## config.mk

```make
export PLATFORM = sky130hd
export DESIGN_NAME = muldiv_sequencer
export DESIGN_NICKNAME = d
export VERILOG_FILES = /design/src/rtl/muldiv_sequencer.sv
export SDC_FILE = /design/constraint.sdc
export NUM_CORES = 1
export LEC_CHECK = 0
export BUFFER_PORTS_ARGS = -buffer_cell sky130_fd_sc_hd__buf_2
export CAP_MARGIN = 10
export CORE_MARGIN = 10
export CORE_UTILIZATION = 30
export DETAILED_ROUTE_END_ITERATION = 7
export SYNTH_ARGS = -nofsm -noshare
export SYNTH_HDL_FRONTEND = slang
export SYNTH_SLANG_ARGS = --single-unit
```

## constraint.sdc

```tcl
create_clock -name clk -period 6.1 [get_ports clk]
set_input_delay 0.915 -clock clk [delete_from_list [all_inputs] [get_ports clk]]
set_output_delay 0.915 -clock clk [all_outputs]
set_load 0.05 [all_outputs]
```

## src/rtl/muldiv_sequencer.sv

```systemverilog
// RV32 M-extension iterative unit: shift-add multiplier and restoring divider behind a stall.
// Define MULDIV_FAST_MUL_EN for a single-cycle multiplier; divide stays iterative.
module muldiv_sequencer #(
  parameter int XLEN = 32
) (
  input  logic            clk,
  input  logic            reset,
  input  logic            start,
  input  logic [4:0]      alu_op,
  input  logic [XLEN-1:0] rs1_val,
  input  logic [XLEN-1:0] rs2_val,
  input  logic            flush,
  output logic            stall,
  output logic [XLEN-1:0] result,
  output logic            result_valid,
  output logic [1:0]      dbg_state
);
  localparam int CW = $clog2(XLEN + 1);

  // Handshake: an op is taken only in IDLE when start is high with an M-op and no flush;
  // result_valid is a one-cycle strobe in DONE, where stall drops so the pipeline advances.
  typedef enum logic [1:0] {S_IDLE = 2'd0, S_MUL = 2'd1, S_DIV = 2'd2, S_DONE = 2'd3} state_t;

  state_t              state_q, state_d;
  logic [CW-1:0]       cnt_q, cnt_d;
  logic [2:0]          op_q, op_d;
  logic                neg_q, neg_d, neg_rem_q, neg_rem_d;
  logic [XLEN-1:0]     m_q, m_d;
  logic [2*XLEN-1:0]   p_q, p_d;
  logic [XLEN-1:0]     result_q, result_d;
  logic                result_valid_q, result_valid_d;

  logic                is_mop, accept, busy;
  logic [2:0]          op_in;
  logic                a_signed, b_signed, neg_a, neg_b, div_zero, div_ovf;
  logic [XLEN-1:0]     mag_a, mag_b;
  logic [XLEN:0]       mul_sum, div_trial;
  logic [2*XLEN-1:0]   mul_next, div_next;
`ifdef MULDIV_FAST_MUL_EN
  logic [2*XLEN-1:0]   fast_prod;
`endif

  // p holds {high, low} of the product, or {remainder, quotient} while dividing.
  function automatic logic [XLEN-1:0] fixup(input logic [2:0] op, input logic neg,
                                            input logic neg_rem, input logic [2*XLEN-1:0] p);
    logic [2*XLEN-1:0] prod;
    logic [XLEN-1:0]   q, r;
    prod = neg ? -p : p;
    q    = neg ? -p[XLEN-1:0] : p[XLEN-1:0];
    r    = neg_rem ? -p[2*XLEN-1:XLEN] : p[2*XLEN-1:XLEN];
    if (op[2])               fixup = op[1] ? r : q;
    else if (op[1:0] == 2'b00) fixup = prod[XLEN-1:0];
    else                     fixup = prod[2*XLEN-1:XLEN];
  endfunction

  always_comb begin
    op_in    = alu_op[2:0];
    is_mop   = (alu_op[4:3] == 2'b01);
    busy     = (state_q == S_MUL) || (state_q == S_DIV);
    accept   = (state_q == S_IDLE) && start && is_mop && !flush;
    stall    = ((state_q == S_IDLE) && start && is_mop) || busy;
    a_signed = (op_in == 3'b001) || (op_in == 3'b010) || (op_in == 3'b100) || (op_in == 3'b110);
    b_signed = (op_in == 3'b001) || (op_in == 3'b100) || (op_in == 3'b110);
    neg_a    = a_signed && rs1_val[XLEN-1];
    neg_b    = b_signed && rs2_val[XLEN-1];
    mag_a    = neg_a ? -rs1_val : rs1_val;
    mag_b    = neg_b ? -rs2_val : rs2_val;
    div_zero = (rs2_val == '0);
    div_ovf  = !op_in[0] && (rs1_val == {1'b1, {(XLEN-1){1'b0}}}) && (rs2_val == '1);
`ifdef MULDIV_FAST_MUL_EN
    fast_prod = {{XLEN{1'b0}}, mag_a} * {{XLEN{1'b0}}, mag_b};
`endif

    mul_sum   = {1'b0, p_q[2*XLEN-1:XLEN]} + (p_q[0] ? {1'b0, m_q} : '0);
    mul_next  = {mul_sum, p_q[XLEN-1:1]};
    div_trial = {p_q[2*XLEN-1:XLEN], p_q[XLEN-1]} - {1'b0, m_q};
    div_next  = div_trial[XLEN] ? {p_q[2*XLEN-2:0], 1'b0}
                                : {div_trial[XLEN-1:0], p_q[XLEN-2:0], 1'b1};

    state_d        = state_q;
    cnt_d          = cnt_q;
    op_d           = op_q;
    neg_d          = neg_q;
    neg_rem_d      = neg_rem_q;
    m_d            = m_q;
    p_d            = p_q;
    result_d       = result_q;
    result_valid_d = 1'b0;

    case (state_q)
      S_IDLE: begin
        if (accept) begin
          op_d      = op_in;
          neg_d     = neg_a ^ neg_b;
          neg_rem_d = neg_a;
          cnt_d     = CW'(XLEN);
          if (op_in[2]) begin
            if (div_zero) begin
              result_d       = op_in[1] ? rs1_val : '1;
              result_valid_d = 1'b1;
              state_d        = S_DONE;
            end else if (div_ovf) begin
              result_d       = op_in[1] ? '0 : rs1_val;
              result_valid_d = 1'b1;
              state_d        = S_DONE;
            end else begin
              m_d     = mag_b;
              p_d     = {{XLEN{1'b0}}, mag_a};
              state_d = S_DIV;
            end
          end else begin
`ifdef MULDIV_FAST_MUL_EN
            result_d       = fixup(op_in, neg_a ^ neg_b, neg_a, fast_prod);
            result_valid_d = 1'b1;
            state_d        = S_DONE;
`else
            m_d     = mag_a;
            p_d     = {{XLEN{1'b0}}, mag_b};
            state_d = S_MUL;
`endif
          end
        end
      end
      S_MUL, S_DIV: begin
        p_d   = (state_q == S_MUL) ? mul_next : div_next;
        cnt_d = cnt_q - CW'(1);
        if (cnt_q == CW'(1)) begin
          result_d       = fixup(op_q, neg_q, neg_rem_q, p_d);
          result_valid_d = 1'b1;
          state_d        = S_DONE;
        end
      end
      default: state_d = S_IDLE;
    endcase

    // An aborted op must leave the previous result untouched and raise no strobe.
    if (flush) begin
      state_d        = S_IDLE;
      result_d       = result_q;
      result_valid_d = 1'b0;
    end
  end

  always_ff @(posedge clk) begin
    if (reset) begin
      state_q        <= S_IDLE;
      cnt_q          <= '0;
      op_q           <= '0;
      neg_q          <= 1'b0;
      neg_rem_q      <= 1'b0;
      m_q            <= '0;
      p_q            <= '0;
      result_q       <= '0;
      result_valid_q <= 1'b0;
    end else begin
      state_q        <= state_d;
      cnt_q          <= cnt_d;
      op_q           <= op_d;
      neg_q          <= neg_d;
      neg_rem_q      <= neg_rem_d;
      m_q            <= m_d;
      p_q            <= p_d;
      result_q       <= result_d;
      result_valid_q <= result_valid_d;
    end
  end

  assign result       = result_q;
  assign result_valid = result_valid_q;
  assign dbg_state    = state_q;
endmodule

```

==> results.py <==
metrics = {
    "cts": {
        "cts_tree": "built",
        "cts-root-buf": "clkbuf_16",
        "htreeDepth": 4,
        "cts.clk_slew.worst_paths_ns": 0.06,
        "clk_latency_ns": 0.47,
        "cts.hold.buffers_added": 0,
        "cts_sinks": 142,
        "cts.path.max_buffers": 2,
        "cts_buffers": 17,
    },
    "logic_synthesis": {
        "ys_warn_count": 0,
        "synth_area_um2": 16940,
        "synth_cell_types": 101,
        "synth_seq_cells": 142,
        "async_flop_share_pct": 0,
        "synth_area_leaders": "dfxtp_1 17%, a21oi_1 6.7%, nor2_1 6.5%",
        "yosysTopAreaCellShare_pct": 16.78,
        "syn_nets": 2589,
        "yosysSeqAreaShare_pct": 16.78,
        "syn_inst": 2440,
        "yosysTopAreaCell": "dfxtp_1",
        "synth_flop_cell": "dfxtp_1",
        "syn_avg_cell_area_um2": 6.944,
        "synth_edf_count": 0,
    },
    "drt": {
        "drt_first_pass_iters": 5,
        "num_vias": 19370,
        "drt_iter0_drc": 2374,
        "vias_per_cell": 5.957,
        "wl_per_cell_um": 22.87,
        "drc": 0,
        "ant_nets": 0,
        "routed_wl_um": 74350,
    },
    "worst_setup_path": {
        "r2r_cells": 19,
        "critical_path_class": "reg2reg",
        "worstSetupStartpointType": "flip-flop",
        "critPathMaxFanout": 10,
        "cp.required_ns": 6.43,
        "arrival_ns": 5.99,
        "end_kind": "flip-flop",
    },
    "floorplanning": {
        "core_um2": 56170,
        "ioPinCount": 109,
        "die_w_um": 257.6,
        "chipHeight_um": 257.6,
        "num_rows": 87,
        "start_util_pct": 30.16,
        "dieArea_um2": 66380,
    },
    "power": {
        "ir_drop_uv": 205.0,
        "p_leak_uw": 0.007211,
        "power_density_nw_per_um2": 194.6,
    },
    "place": {
        "numPortBuffers": 108,
        "place_congestion": 0.9966,
        "hpwlAfterDp_um": 58330,
        "pre_cts_ws_ns": 0.3959,
    },
    "global_routing": {
        "antenna_found_initial": 3,
        "gr-usage-all-layers_pct": 21.40,
        "grt_pass1_wl_um": 110800,
        "grt_max_degree": 90,
        "overflow": 0,
        "grt_pass1_vias": 17510,
    },
    "timing": {
        "relSlewSlack_pct": 19.94,
        "tightest_slew_ns": 1.188,
        "rsz0062_at_grt": "false",
        "fin_tns_setup_ns": 0,
        "drv_slew": 0,
        "setup_violations": 0,
        "finalWorstSetupSlack_ns": 0.4382,
        "hold_viol": 0,
        "fmax_mhz": 176.6,
        "fin_worst_skew_ns": 0.01391,
        "fin_crit_sh_pct": 92.82,
        "period_needed_ns": 5.662,
    },
    "min_path": {
        "holdPathStages": 2,
        "min_path_type": "reg2reg",
    },
    "finish": {
        "synthToLayoutAreaGrowth_pct": 12.15,
        "final_cell_mix": "289 x nor2_1, 259 x nand2_1, 227 x a21oi_1",
        "drive_gt1_share_pct": 11.15,
        "nets": 2630,
        "layout_commonest_cell": "nor2_1",
    },
    "run": {
        "drv_cap": 0,
    },
    "outcome": {
        "status": "finished, final reports clean",
    },
}
## critical path: stages (launching register included)
cell       delay (ns)
dfxtp_1          0.34
inv_1            0.06
ha_1             0.47
nand2_1          0.23
a2111oi_4        0.47
o211a_1          0.25
o21ai_2          0.10
a211oi_4         0.36
mux2i_1          0.22
o21ai_0          0.12
inv_1            0.12
ha_1             0.36
o221ai_1         0.24
a2111oi_0        0.35
mux2_2           0.33
or4b_1           0.51
o41ai_1          0.34
xnor2_1          0.11
a221oi_1         0.43
o21ai_1          0.11
## cell families (layout without fill, tap and decap cells)
family	count (synthesis)	in the layout	synth area share, %
XOR/XNOR	157	157	8.116
buffers and inverters	229	283	5.369
flip-flops	142	142	16.78
AO/OA/AOI/OAI	797	797	30.90
adder cells (fa/ha/maj)	101	101	7.178
AND/OR/NAND/NOR	928	928	26.48
other	0	1	0
multiplexers	86	86	5.184
## registers in the layout (all words and copies together), names as in the netlist
| register | cells |
|---|---|
| op_q | 3 |
| m_q | 32 |
| result | 32 |
| result_valid | 1 |
| cnt_q | 6 |
| neg_rem_q | 1 |
| p_q | 64 |
| dbg_state | 2 |
| neg_q | 1 |
## stage by stage
step	hold WS (ns)	power [uW]	cells	cell area, um2	util, %
2_1_floorplan	0.4450	1970	2440	16940	-
3_3_place_gp	0.4303	2546	3216	18360	32.69
3_5_place_dp	0.4530	2543	3216	18360	32.69
4_1_cts	0.4641	3645	3248	18960	33.75
5_1_grt	0.4773	3825	3250	19000	33.82
6_report	0.4559	3698	3251	19000	33.83
## layer usage
metal | vias to the layer above | track usage, % | wire length, um
met1 | 9184 | 28.15 | 31520
met5 | - | 0 | 25
met3 | 159 | 5.256 | 7212
met2 | 925 | 32.35 | 31900
li1 | 9095 | - | -
met4 | 4 | 10.05 | 3692
## worst paths after layout
| check | from | end | slack, ns |
|---|---|---|---|
| hold reg to reg | result[22] | result[22] | 0.46 |
| hold / removal | result[22] | result[22] | 0.46 |
| setup reg to reg | m_q[7] | result[24] | 0.44 |
| setup / recovery | m_q[7] | result[24] | 0.44 |
## where the power goes
part           internal [uW]  switching [uW]
sequential               942            15.5
combinational            528            1110
clock                    641             464
## layout make-up
type                            count  area (um2)
Antenna cell                        1       2.502
Clock buffer                       18       429.2
Clock inverter                     14       167.7
Fill cell                        6234       37170
Inverter                           79       296.5
Multi-Input combinational cell   2069       13280
Sequential cell                   142        2843
Tap cell                          756       945.9
Timing Repair Buffer              172        1036
## synth_stat cells, types with 32 or more instances
| cell | n |
|---|---|
| a211oi_1 | 63 |
| a21oi_1 | 227 |
| a22oi_1 | 35 |
| a31oi_1 | 33 |
| and2_1 | 47 |
| clkbuf_1 | 115 |
| dfxtp_1 | 142 |
| ha_1 | 74 |
| inv_1 | 76 |
| mux2i_1 | 74 |
| nand2_1 | 259 |
| nand3_1 | 37 |
| nor2_1 | 292 |
| nor3_1 | 72 |
| o211ai_1 | 54 |
| o21ai_0 | 149 |
| o31ai_1 | 32 |
| xnor2_1 | 89 |
| xor2_1 | 68 |
## what timing repair did
item                       4_1_cts  5_1_grt
setup endpoints to repair        0        1
gates resized for setup          0        5
buffers inserted                 0        2
Note: power is estimated with default switching activity, not from simulation.
